==> src/rtl/bot_result_collector.sv <==
// Per-job collector for pipeline24Pack results: tracks bots through the
// fixed pipeline lag, accumulates sum/count and hands totals to the host.
module bot_result_collector #(
  parameter int OUTPUT_LAG  = 36,
  parameter int SUM_WIDTH   = 64,
  parameter int COUNT_WIDTH = 32,
  parameter int BOTS_WIDTH  = 16
) (
  input  logic                   clk,
  input  logic                   rst,
  input  logic                   jobStart,
  input  logic [BOTS_WIDTH-1:0]  jobBotCount,
  input  logic                   botIssued,
  input  logic [39:0]            summedData,
  input  logic [4:0]             pcoeffCount,
  output logic                   issueAllowed,
  output logic                   resultValid,
  input  logic                   resultReady,
  output logic [SUM_WIDTH-1:0]   resultSum,
  output logic [COUNT_WIDTH-1:0] resultCount,
  output logic                   busy,
  output logic                   protocolErr
);

  typedef enum logic [1:0] {
    IDLE, RUN, DRAIN, HOLD
  } state_t;

  state_t state, stateNext;

  logic [OUTPUT_LAG-1:0]  dly;
  logic [BOTS_WIDTH-1:0]  nBots;
  logic [BOTS_WIDTH-1:0]  issued;
  logic [BOTS_WIDTH-1:0]  retired;
  logic [BOTS_WIDTH-1:0]  issuedNext;
  logic [BOTS_WIDTH-1:0]  retiredNext;
  logic [SUM_WIDTH-1:0]   sumAcc;
  logic [COUNT_WIDTH-1:0] cntAcc;
  logic retireValid;
  logic accept;
  logic active;
  logic retireOk;
  logic errNow;

  assign active       = (state == RUN) || (state == DRAIN);
  assign issueAllowed = (state == RUN) && (issued < nBots);
  assign accept       = botIssued & issueAllowed;
  assign retireValid  = dly[OUTPUT_LAG-1];
  assign retireOk     = retireValid & active;
  assign issuedNext   = issued + BOTS_WIDTH'(accept);
  assign retiredNext  = retired + BOTS_WIDTH'(retireOk);

  // Retires outside an active job can only come from a broken feeder.
  assign errNow = (botIssued & ~issueAllowed)
                | (retireValid & ~active);

  assign resultValid = (state == HOLD);
  assign busy        = (state != IDLE);
  assign resultSum   = sumAcc;
  assign resultCount = cntAcc;

  always_comb begin
    stateNext = state;
    unique case (state)
      IDLE: begin
        if (jobStart) begin
          stateNext = (jobBotCount == '0) ? HOLD : RUN;
        end
      end
      RUN: begin
        if (issuedNext == nBots) stateNext = DRAIN;
      end
      DRAIN: begin
        if (retiredNext == nBots) stateNext = HOLD;
      end
      HOLD: begin
        if (resultReady) stateNext = IDLE;
      end
      default: stateNext = IDLE;
    endcase
  end

  always_ff @(posedge clk or negedge rst) begin
    if (!rst) state <= IDLE;
    else      state <= stateNext;
  end

  always_ff @(posedge clk or negedge rst) begin
    if (!rst) begin
      dly         <= '0;
      nBots       <= '0;
      issued      <= '0;
      retired     <= '0;
      sumAcc      <= '0;
      cntAcc      <= '0;
      protocolErr <= 1'b0;
    end else begin
      dly         <= (dly << 1) | OUTPUT_LAG'(accept);
      protocolErr <= protocolErr | errNow;
      if (state == IDLE && jobStart) begin
        nBots   <= jobBotCount;
        issued  <= '0;
        retired <= '0;
      end else begin
        issued  <= issuedNext;
        retired <= retiredNext;
      end
      if (state == HOLD && resultReady) begin
        sumAcc <= '0;
        cntAcc <= '0;
      end else if (retireOk) begin
        sumAcc <= sumAcc + SUM_WIDTH'(summedData);
        cntAcc <= cntAcc + COUNT_WIDTH'(pcoeffCount);
      end
    end
  end

endmodule

==> config.mk <==
export PLATFORM = sky130hd
export DESIGN_NAME = bot_result_collector
export DESIGN_NICKNAME = d
export VERILOG_FILES = /design/src/rtl/bot_result_collector.sv
export SDC_FILE = /design/constraint.sdc
export NUM_CORES = 1
export LEC_CHECK = 0
export BUFFER_PORTS_ARGS = -buffer_cell sky130_fd_sc_hd__buf_2
export CAP_MARGIN = 20
export CORE_MARGIN = 4
export CORE_UTILIZATION = 35
export CTS_CLUSTER_SIZE = 16
export DETAILED_ROUTE_END_ITERATION = 10
export PLACE_DENSITY = 0.6
export SLEW_MARGIN = 20
export SYNTH_ARGS = -nofsm -noshare
export SYNTH_HDL_FRONTEND = slang
export SYNTH_SLANG_ARGS = --single-unit
==> constraint.sdc <==
create_clock -name clk -period 4.2 [get_ports clk]
set_clock_uncertainty 0.2 [all_clocks]
set_input_delay 0 -clock clk [delete_from_list [all_inputs] [get_ports clk]]
set_output_delay 0 -clock clk [all_outputs]
set_load 0.005 [all_outputs]
# After elaboration in Yosys (flattened, before gate mapping)
# Cells that the tools add are included.
[totals] regBits=183 inputBits=66 output_inout_bits=100
[classes] addsub=4 n_lt_le_gt_ge=1 eq_ne=9 n_mux=12 n_bitwise=9 n_reduce_logical=9
[op_table] op="$mux 64" count=2
[op_table] op="$add 64x40->64" count=1
[op_table] op="$mux 32" count=2
[op_table] op="$or 36x1->36" count=1
[op_table] op="$add 16x1->16" count=2
[op_table] op="$add 32x5->32" count=1
[op_table] op="$eq 16x16->1" count=2
[op_table] op="$mux 16" count=2
[op_table] op="$logic_not 16->1" count=1
[op_table] op="$lt 16x16->1" count=1
[op_table] op="$mux 2" count=5
[op_table] op="$pmux 2 s4" count=1
[op_table] op="$ne 2x1->1 const B" count=3
[op_table] op="$and 1x1->1" count=4
[op_table] op="$eq 2x2->1 const B" count=2
[op_table] op="$reduce_and 4->1" count=1
[op_table] op="$reduce_bool 2->1" count=2
[op_table] op="$logic_and 1x1->1" count=3
[op_table] op="$eq 2x1->1 const B" count=1
[op_table] op="$logic_not 2->1" count=1
[op_table] op="$ne 2x2->1 const B" count=1
[op_table] op="$not 1->1" count=2
[op_table] op="$or 1x1->1" count=2
[op_table] op="$logic_or 1x1->1" count=1

# Longest topological paths before layout
# Gate-level depths: netlist of the first run.
[depth] depth_word=7 mapped_depth=20 ltp_nobuf=20

# Worst setup path after synthesis of the first run
# OpenSTA, ideal clock, no wires.
[synth_timing] kind="register -> register" startpoint="reg nBots[1]" endpoint="reg state[1]" setup_ns=0.128 arrival_ns=4.174 setup_slack_ns=-0.302 stages_incl_launch_ff=20 n_path_buf=0 path_cell_list="dfrtp_1 -> inv_1 -> ha_1 -> a21o_1 -> a21o_1 -> a21o_1 -> a21o_1 -> a211oi_1 -> o21bai_1 -> a21oi_1 -> and2_1 -> ha_1 -> nand4_4 -> nor2_4 -> xnor2_1 -> a211o_1 -> or4_1 -> o32a_1 -> a21oi_2 -> mux2_1"
[synth_between] elab_chain_cells=7 word_cells_on_any_way=9 classes_between="add/sub: 1; order compare: 1; eq/ne: 4; bitwise: 1; reduce/logical: 2"
[synth_lines] element="from (decl)" line_no="32" text="logic [BOTS_WIDTH-1:0] nBots;"
[synth_lines] element="from (signal assigned)" line_no="101" text="nBots <= jobBotCount;"
[synth_lines] element="$lt 16x16->1" line_no="46" text="assign issueAllowed = (state == RUN) && (issued < nBots);"
[synth_lines] element="$logic_and 1x1->1" line_no="46"
[synth_lines] element="net issueAllowed" line_no="16" text="output logic issueAllowed,"
[synth_lines] element="$and 1x1->1" line_no="47" text="assign accept = botIssued & issueAllowed;"
[synth_lines] element="net accept" line_no="40" text="logic accept;"
[synth_lines] element="$add 16x1->16" line_no="50" text="assign issuedNext = issued + BOTS_WIDTH'(accept);"
[synth_lines] element="$eq 16x16->1" line_no="71" text="if (issuedNext == nBots) stateNext = DRAIN;"
[synth_lines] element="$ne 2x1->1 (no source line)"
[synth_lines] element="$reduce_and 4->1 (no source line)"
[synth_lines] element="to (signal assigned)" line_no="85" text="else state <= stateNext;"
[synth_lines] element="to (decl)" line_no="29" text="state_t state, stateNext;"
# The timed path passes the listed nets, and every way through them passes these cells.
# A chain may end at the register's enable or synchronous reset.

# Worst setup path after layout of the first run
[layout_timing] startpoint="reg issued[1]" endpoint="reg state[1]"
[layout_between] elab_chain_cells=7
[layout_lines] element="from (decl)" line_no="33" text="logic [BOTS_WIDTH-1:0] issued;"
[layout_lines] element="from (signal assigned)" line_no="105" text="issued <= issuedNext;"
[layout_lines] element="$lt 16x16->1" line_no="46"
[layout_lines] element="$logic_and 1x1->1" line_no="46"
[layout_lines] element="$and 1x1->1" line_no="47"
[layout_lines] element="net accept" line_no="40"
[layout_lines] element="$add 16x1->16" line_no="50"
[layout_lines] element="$eq 16x16->1" line_no="71"
[layout_lines] element="$ne 2x1->1 (no source line)"
[layout_lines] element="$reduce_and 4->1 (no source line)"
# The timed path passes the listed nets, and every way through them passes these cells.

==> impl_metrics.json, run 1 <==
{
  "run_status": "complete, but fails checks",
  "violations": "negative hold slack, negative setup slack",
  "critical_path.endpoint_type": "flop",
  "power.leakage_uw": 0.00669,
  "std_cell_rows": 64,
  "wl_per_cell_um": 16.8,
  "synth_nets": 1349,
  "synthesis.yosys.warnings": 0,
  "crit-reg2reg-launch": "issued[1]$_DFF_PN0_",
  "synth_seq_cells": 183,
  "clock_sinks": 183,
  "grt_pass1_wl_mm": 49.8,
  "root_buffer": "clkbuf_16",
  "groute.usage.overall": 0.180,
  "yosys.cell_types.count": 69,
  "rsz_0062_raised_after_global_routing": "true",
  "avgViaCountPerCell": 5.22,
  "grt_pass1_vias": 9484,
  "finalMaxSlewViolations": 0,
  "max_cap_violations": 0,
  "fp.dieArea_um2": 34200,
  "area_of_the_core_region_um2": 30700,
  "cpMaxStageDelayCell": "or4_1",
  "postLayoutSetupSlackWorst_ns": -0.144,
  "critical_path.top_delay_family": "compound AO/OA/AOI/OAI gates",
  "tritoncts": "done",
  "timing.setup.tns_ns": -0.145,
  "worst-setup-path-type": "reg2reg",
  "synth.avg_cell_area_um2": 9.05,
  "hold_viol_final": 5,
  "length_in_cells_of_the_worst_reg_to_reg_path": 18,
  "detail_route_antenna_nets": 0,
  "initial_core_util": 0.357,
  "antenna_cell_count": 0,
  "utilization": 0.450,
  "crit_fanout": 6,
  "h_tree_levels": 4,
  "critical_path_required_time_ns": 4.31,
  "r2r_end": "state[1]$_DFFE_PN0P_",
  "io_buffer_count": 165,
  "max-vdd-ir-drop_v": 0.000423,
  "ys_seq_area_frac": 0.418,
  "synthTopCellsByArea": "dfrtp_1 42%, ha_1 7.9%, nand2_1 5.3%, xor2_1 4.7%, a21oi_1 4.6%",
  "worstPathBufferInverterCount": 0,
  "startpoint_kind_of_the_worst_setup_timing_path": "flop",
  "gr-total-overflow": 0,
  "holdCritPathClass": "in2async",
  "final_layout_size_suffix_gt1_frac": 0.187,
  "first_pass_detailed_route_iteration_total": 7,
  "post-synth-top-area-fraction": 0.418,
  "cell_taking_the_most_area_after_synthesis": "dfrtp_1",
  "worst-path-stages": 18,
  "path_cells": "ha_4 > a21o_1 > a21o_1 > a21o_1 > a21o_1 > a211oi_2 > o21bai_1 > a21oi_2 > and2_4 > ha_4 > nand2_1 > nor3_2 > xnor2_1 > xnor2_1 > or4_1 > o32a_1 > a21oi_2 > mux2_4",
  "antenna_violations_before_repair": 0,
  "synth-async-reset-ratio": 1.00,
  "cts_inserted_buffers": 17,
  "grt_max_degree": 73,
  "die_w_um": 185,
  "boundaryPins": 166,
  "count_of_mapped_cells_out_of_synthesis": 1212,
  "clockBufferDepth": 2,
  "period_share": 1.03,
  "multiInputGateArea_um2": 6180,
  "fmaxAchievable_mhz": 230,
  "cts.clk_slew.worst_paths_ns": 0.08,
  "synthesis.area_um2": 11000,
  "worst-r2r-setup-slack_ns": -0.14,
  "critPathMaxStageDelay_ns": 0.55,
  "die_height_um": 185,
  "flow.area_growth_from_synthesis_pct": 26.2,
  "detailedRoute.firstIterationViolations": 646,
  "synthFlopType": "dfrtp_1",
  "fin_nets": 1596,
  "fillCellCount": 2989,
  "crit_top_cell": "a21o_1",
  "total_power_uw": 7290,
  "dr_total_vias": 9754,
  "gpl.final_weighted_congestion": 0.893,
  "finalSetupViolations": 2,
  "detailedPlacementHpwl_mm": 22.5,
  "synth_edf_count": 0,
  "timing.slew.headroom": 0.415,
  "area.sequential_um2": 4580,
  "insertion_delay_ns": 0.43,
  "worst-slew-pin-transition_ns": 0.877,
  "finalCriticalPeriod_ns": 4.34,
  "hold-worst-slack_ns": -0.00508,
  "drcViolationCount": 0,
  "power.density_cell_area_nw_per_um2": 527,
  "critPathArrivalTime_ns": 4.45,
  "wl_final_mm": 31.3,
  "pre_cts_ws_ns": -0.145
}
-- tightest hold or removal path, delay by kind of cell --
kind	cells	cell delay, ns
buf+inv	3	1.02
-- worst max path at each step --
stage,start,to,slack [ns]
global placement,nBots[1]$_DFFE_PN0P_,state[1]$_DFFE_PN0P_,-0.06
CTS,nBots[1]$_DFFE_PN0P_,state[1]$_DFFE_PN0P_,-0.16
finish,issued[1]$_DFF_PN0_,state[1]$_DFFE_PN0P_,-0.14
detailed placement,issued[1]$_DFF_PN0_,state[1]$_DFFE_PN0P_,-0.14
floorplan,issued[1]$_DFF_PN0_,state[1]$_DFFE_PN0P_,0.002
global route,nBots[1]$_DFFE_PN0P_,state[1]$_DFFE_PN0P_,-0.35
-- kinds of logic (layout without fill, tap and decap cells) --
group / after synthesis / in the layout / synth area share
AND/OR/NAND/NOR: 459 / 459 / 0.201
buffers and inverters: 90 / 350 / 0.0314
adder cells (fa/ha/maj): 71 / 71 / 0.0824
AO/OA/AOI/OAI: 278 / 278 / 0.161
flip-flops: 183 / 183 / 0.418
XOR/XNOR: 113 / 113 / 0.0902
multiplexers: 18 / 18 / 0.0165
-- metal layers --
| metal | up-vias | track usage | share of wire |
|---|---|---|---|
| li1 | 4772 | - | - |
| met1 | 4683 | 0.248 | 0.47 |
| met2 | 263 | 0.283 | 0.45 |
| met3 | 36 | 0.0452 | 0.068 |
| met4 | 0 | 0.0473 | 0.017 |
| met5 | - | 0 | 0 |
-- registers in the layout (all words and copies together) (netlist names) --
signal / count
resultSum: 64
dly: 36
resultCount: 32
issued: 16
nBots: 16
retired: 16
state: 2
protocolErr: 1
-- cell usage after synthesis (all sizes together), types with 17 or more instances --
library cell	number
a21oi	103
nand2b	19
nand4	36
clkbuf	42
nand2	155
xnor2	54
a21o	29
dfrtp	183
nor3	24
inv	43
ha	69
mux2i	17
xor2	59
o21ai	60
nand3	43
nor2	109
-- layout make-up --
cell class	count	share of cell area
clock buffers	17	0.0307
well taps	396	0.0358
flip-flops and latches	183	0.331
clock inverters	15	0.0109
multi-input cells	939	0.447
repair buffers	275	0.133
inverters	43	0.0117
-- where the power goes --
group / internal (µW) / switching, µW / leakage [µW]
sequential: 2150 / 282 / 0.00245
clock: 798 / 799 / 0.000283
combinational: 1400 / 1870 / 0.00397
-- metrics by stage --
stage               area, µm²  std cells
floorplan               11000       1212
global placement        12500       1767
detailed placement      12500       1767
CTS                     13700       1865
global route            13800       1868
finish                  13800       1868
-- cells in the final DEF, fill, tap and decap left out, types with 5 or more instances in the layout --
cell type,Yosys,final
o31ai_1,9,9
nor3_1,24,21
o211ai_1,6,6
nand3_1,43,42
nor2b_1,9,9
inv_6,0,7
nor2_1,108,107
o21bai_1,11,11
and2_1,14,12
buf_2,2,164
xor2_1,59,57
a21oi_1,101,100
or4_1,8,8
buf_4,1,44
dfrtp_1,183,183
nor4_1,5,5
mux2i_1,17,17
a21boi_0,6,6
dlygate4sd3_1,0,65
xnor2_1,54,53
nand2b_1,19,19
nand4_1,34,34
nand2_1,155,153
a211oi_1,12,11
clkbuf_16,0,17
o21ai_0,55,55
inv_1,43,41
a21o_1,29,29
ha_1,69,66
and3_1,16,16
-- what timing repair did --
action / in CTS / in global routing
gates cloned: 0 / 0
endpoints found under the setup margin: 1 / 2
pin swaps: 0 / 3
buffers inserted: 0 / 3
endpoints found under the hold margin: 153 / 0
gates resized for setup: 0 / 10
hold buffers: 66 / 0
(Power assumes the default switching activity.)
==> run 2: changes to the inputs <==
ABC_AREA = 1   (was unset)
==> run 2 against run 1 <==
Effect of this change:
- the run ends with negative hold slack left
- maximum frequency increased by 20%
- synthesized area increased by 9.5%
- sequential power increased by 6%
- critical endpoint unchanged
- largest cell class unchanged
- largest power group unchanged
==> impl_metrics.json, run 2 <==
{
  "wl_per_cell_um": 15.7,
  "detailedPlacementHpwl_mm": 29.2,
  "detailedRoute.firstIterationViolations": 764,
  "fillCellCount": 3519,
  "drcViolationCount": 0,
  "synth.top_cells.by_count": "455 x nand2_1, 215 x nor2_1, 212 x inv_1",
  "layout.cells.most_common_list": "455 x nand2_1, 214 x nor2_1, 212 x inv_1",
  "hold_viol_final": 4,
  "avgViaCountPerCell": 5.06,
  "area_of_the_core_region_um2": 33700,
  "max_cap_violations": 0,
  "synth-async-reset-ratio": 1.00,
  "power.density_cell_area_nw_per_um2": 522,
  "count_of_placed_standard_cells_including_taps": 2308,
  "final-instance-count-excl-fill": 2414,
  "antenna_violations_before_repair": 0,
  "antenna_cell_count": 0,
  "area.sequential_um2": 4580,
  "holdCritPathClass": "in2async",
  "critical_path.endpoint_type": "flop",
  "gpl.final_weighted_congestion": 0.950,
  "wl_final_mm": 38.0,
  "clock_sinks": 183,
  "period_share": 0.860,
  "critPathArrivalTime_ns": 3.77,
  "fp.dieArea_um2": 37400,
  "cell_taking_the_most_area_after_synthesis": "dfrtp_1",
  "gr-total-overflow": 0,
  "die_w_um": 193,
  "grt_max_degree": 78,
  "run_status": "complete, but fails checks",
  "largest_reg_flops": 64,
  "fmaxAchievable_mhz": 277,
  "fin_nets": 2090,
  "synthTopCellsByArea": "dfrtp_1 38%, nand2_1 14%, ha_1 7.2%, nor2_1 6.7%, inv_1 6.6%",
  "rsz_0062_raised_after_global_routing": "false",
  "max-vdd-ir-drop_v": 0.000352,
  "yosys.cell_types.count": 46,
  "synthesis.area_um2": 12000,
  "finalMaxSlewViolations": 0,
  "finalCriticalPeriod_ns": 3.61,
  "cts_setup_buffers": 0,
  "post-synth-top-area-fraction": 0.381,
  "crit_fanout": 4,
  "detail_route_antenna_nets": 0,
  "initial_core_util": 0.357,
  "root_buffer": "clkbuf_16",
  "synth_edf_count": 0,
  "critical_path_required_time_ns": 4.36,
  "multiInputGateArea_um2": 6540,
  "synth_seq_cells": 183,
  "h_tree_levels": 4,
  "flow.area_growth_from_synthesis_pct": 23.0,
  "final_layout_size_suffix_gt1_frac": 0.123,
  "clockBufferDepth": 2,
  "synth_nets": 1847,
  "tritoncts": "done",
  "cts_inserted_buffers": 17,
  "yosys.cell_count.top_type": "nand2_1",
  "hold-worst-slack_ns": -0.0114,
  "first_pass_detailed_route_iteration_total": 5,
  "synthFlopType": "dfrtp_1",
  "power.leakage_uw": 0.00742,
  "groute.usage.overall": 0.201,
  "die_height_um": 193,
  "synthesis.yosys.warnings": 0,
  "cts-resized-gates": 0,
  "violations": "negative hold slack",
  "insertion_delay_ns": 0.46,
  "grt_pass1_vias": 11700,
  "ys_seq_area_frac": 0.381,
  "boundaryPins": 166,
  "timing.slew.headroom": 0.428,
  "startpoint_kind_of_the_worst_setup_timing_path": "flop",
  "synth.avg_cell_area_um2": 7.03,
  "grt_pass1_wl_mm": 61.8,
  "io_buffer_count": 165,
  "worst-slew-pin-transition_ns": 0.858,
  "worst-r2r-setup-slack_ns": 0.59,
  "cts.clk_slew.worst_paths_ns": 0.08,
  "ctsHoldBuffers": 74,
  "dr_total_vias": 12200,
  "mostFrequentLayoutCell": "nand2_1",
  "count_of_mapped_cells_out_of_synthesis": 1710,
  "worst-setup-path-type": "reg2reg",
  "timing.setup.tns_ns": 0,
  "std_cell_rows": 67,
  "finalSetupViolations": 0
}
-- run 2: cell count changes after synthesis, sizes merged, moves of 19 or more --
cell | previous run | this run
xnor2 | 54 | 3
inv | 43 | 213
o21ai | 60 | 126
a21oi | 103 | 138
xor2 | 59 | 10
clkbuf | 42 | 21
nand2b | 19 | 0
a21o | 29 | 6
nand2 | 155 | 462
nor2 | 109 | 225
nand3 | 43 | 106
-- run 2: cells by family (layout without fill, tap and decap cells) --
logic type	after synthesis	after routing	share of synthesized area
AO/OA/AOI/OAI	315	315	0.142
XOR/XNOR	15	15	0.0132
adder cells (fa/ha/maj)	71	71	0.0752
buffers and inverters	238	494	0.0745
flip-flops	183	183	0.381
AND/OR/NAND/NOR	888	888	0.314
-- run 2: where the power goes --
group	total, µW	switching, µW	internal, µW	leakage (µW)
clock	1720	887	833	0.000306
sequential	2580	370	2210	0.00244
combinational	3410	2180	1230	0.00468
-- run 2: final timing paths --
kind | from | endpoint | cells past startpoint
max | nBots[13]$_DFFE_PN0P_ | state[1]$_DFFE_PN0P_ | 23
min | rst | resultSum[26]$_DFFE_PN0P_ | 3
max reg2reg | nBots[13]$_DFFE_PN0P_ | state[1]$_DFFE_PN0P_ | 23
min reg2reg | dly[11]$_DFF_PN0_ | dly[12]$_DFF_PN0_ | 0
max in group asynchronous | rst | resultCount[27]$_DFFE_PN0P_ | 3
min in group clk | jobBotCount[15] | nBots[15]$_DFFE_PN0P_ | 4
-- run 2: metal layers --
| layer | GRT usage | share of wire | vias to the layer above |
|---|---|---|---|
| met3 | 0.0351 | 0.054 | 66 |
| li1 | - | - | 6124 |
| met2 | 0.329 | 0.46 | 363 |
| met4 | 0.0679 | 0.028 | 0 |
| met1 | 0.271 | 0.46 | 5658 |
| met5 | 0 | 0 | - |
-- run 2: metrics by stage --
stage,setup WS (ns),hold WS (ns),util,instance area [µm²],total power [µW]
after CTS,0.564,0.00862,0.439,14800,7750
after detailed placement,0.600,-0.121,0.397,13400,5900
final,0.587,-0.0114,0.439,14800,7710
after floorplan,0.909,-0.496,-,12000,4700
after global routing,0.148,0.0422,0.439,14800,8360
after global placement,0.653,-0.123,0.397,13400,5850
-- run 2: layout make-up --
cell class,count,share of cell area
timing repair buffer,249,0.113
tap,448,0.0379
inverter,213,0.0542
clock inverter,15,0.0138
multi-input combinational,1289,0.443
clock buffer,17,0.0288
sequential,183,0.310
-- run 2: worst max-delay path, cell delays in order (launching register included) --
cell       delay, ns
dfrtp_1         0.39
inv_1           0.11
ha_1            0.34
nand2_1         0.08
a21oi_1         0.06
a2111oi_0       0.31
nand3_1         0.20
nor2_1          0.23
ha_1            0.22
nand3_1         0.12
nor2_1          0.22
nand2_1         0.13
nand2_1         0.10
nand2_1         0.07
nand2_1         0.06
nand2_1         0.04
inv_1           0.04
nand2_1         0.05
nor2_1          0.14
nand3_1         0.11
nand2_2         0.10
nand3_2         0.07
nand2_1         0.06
nand2_1         0.04
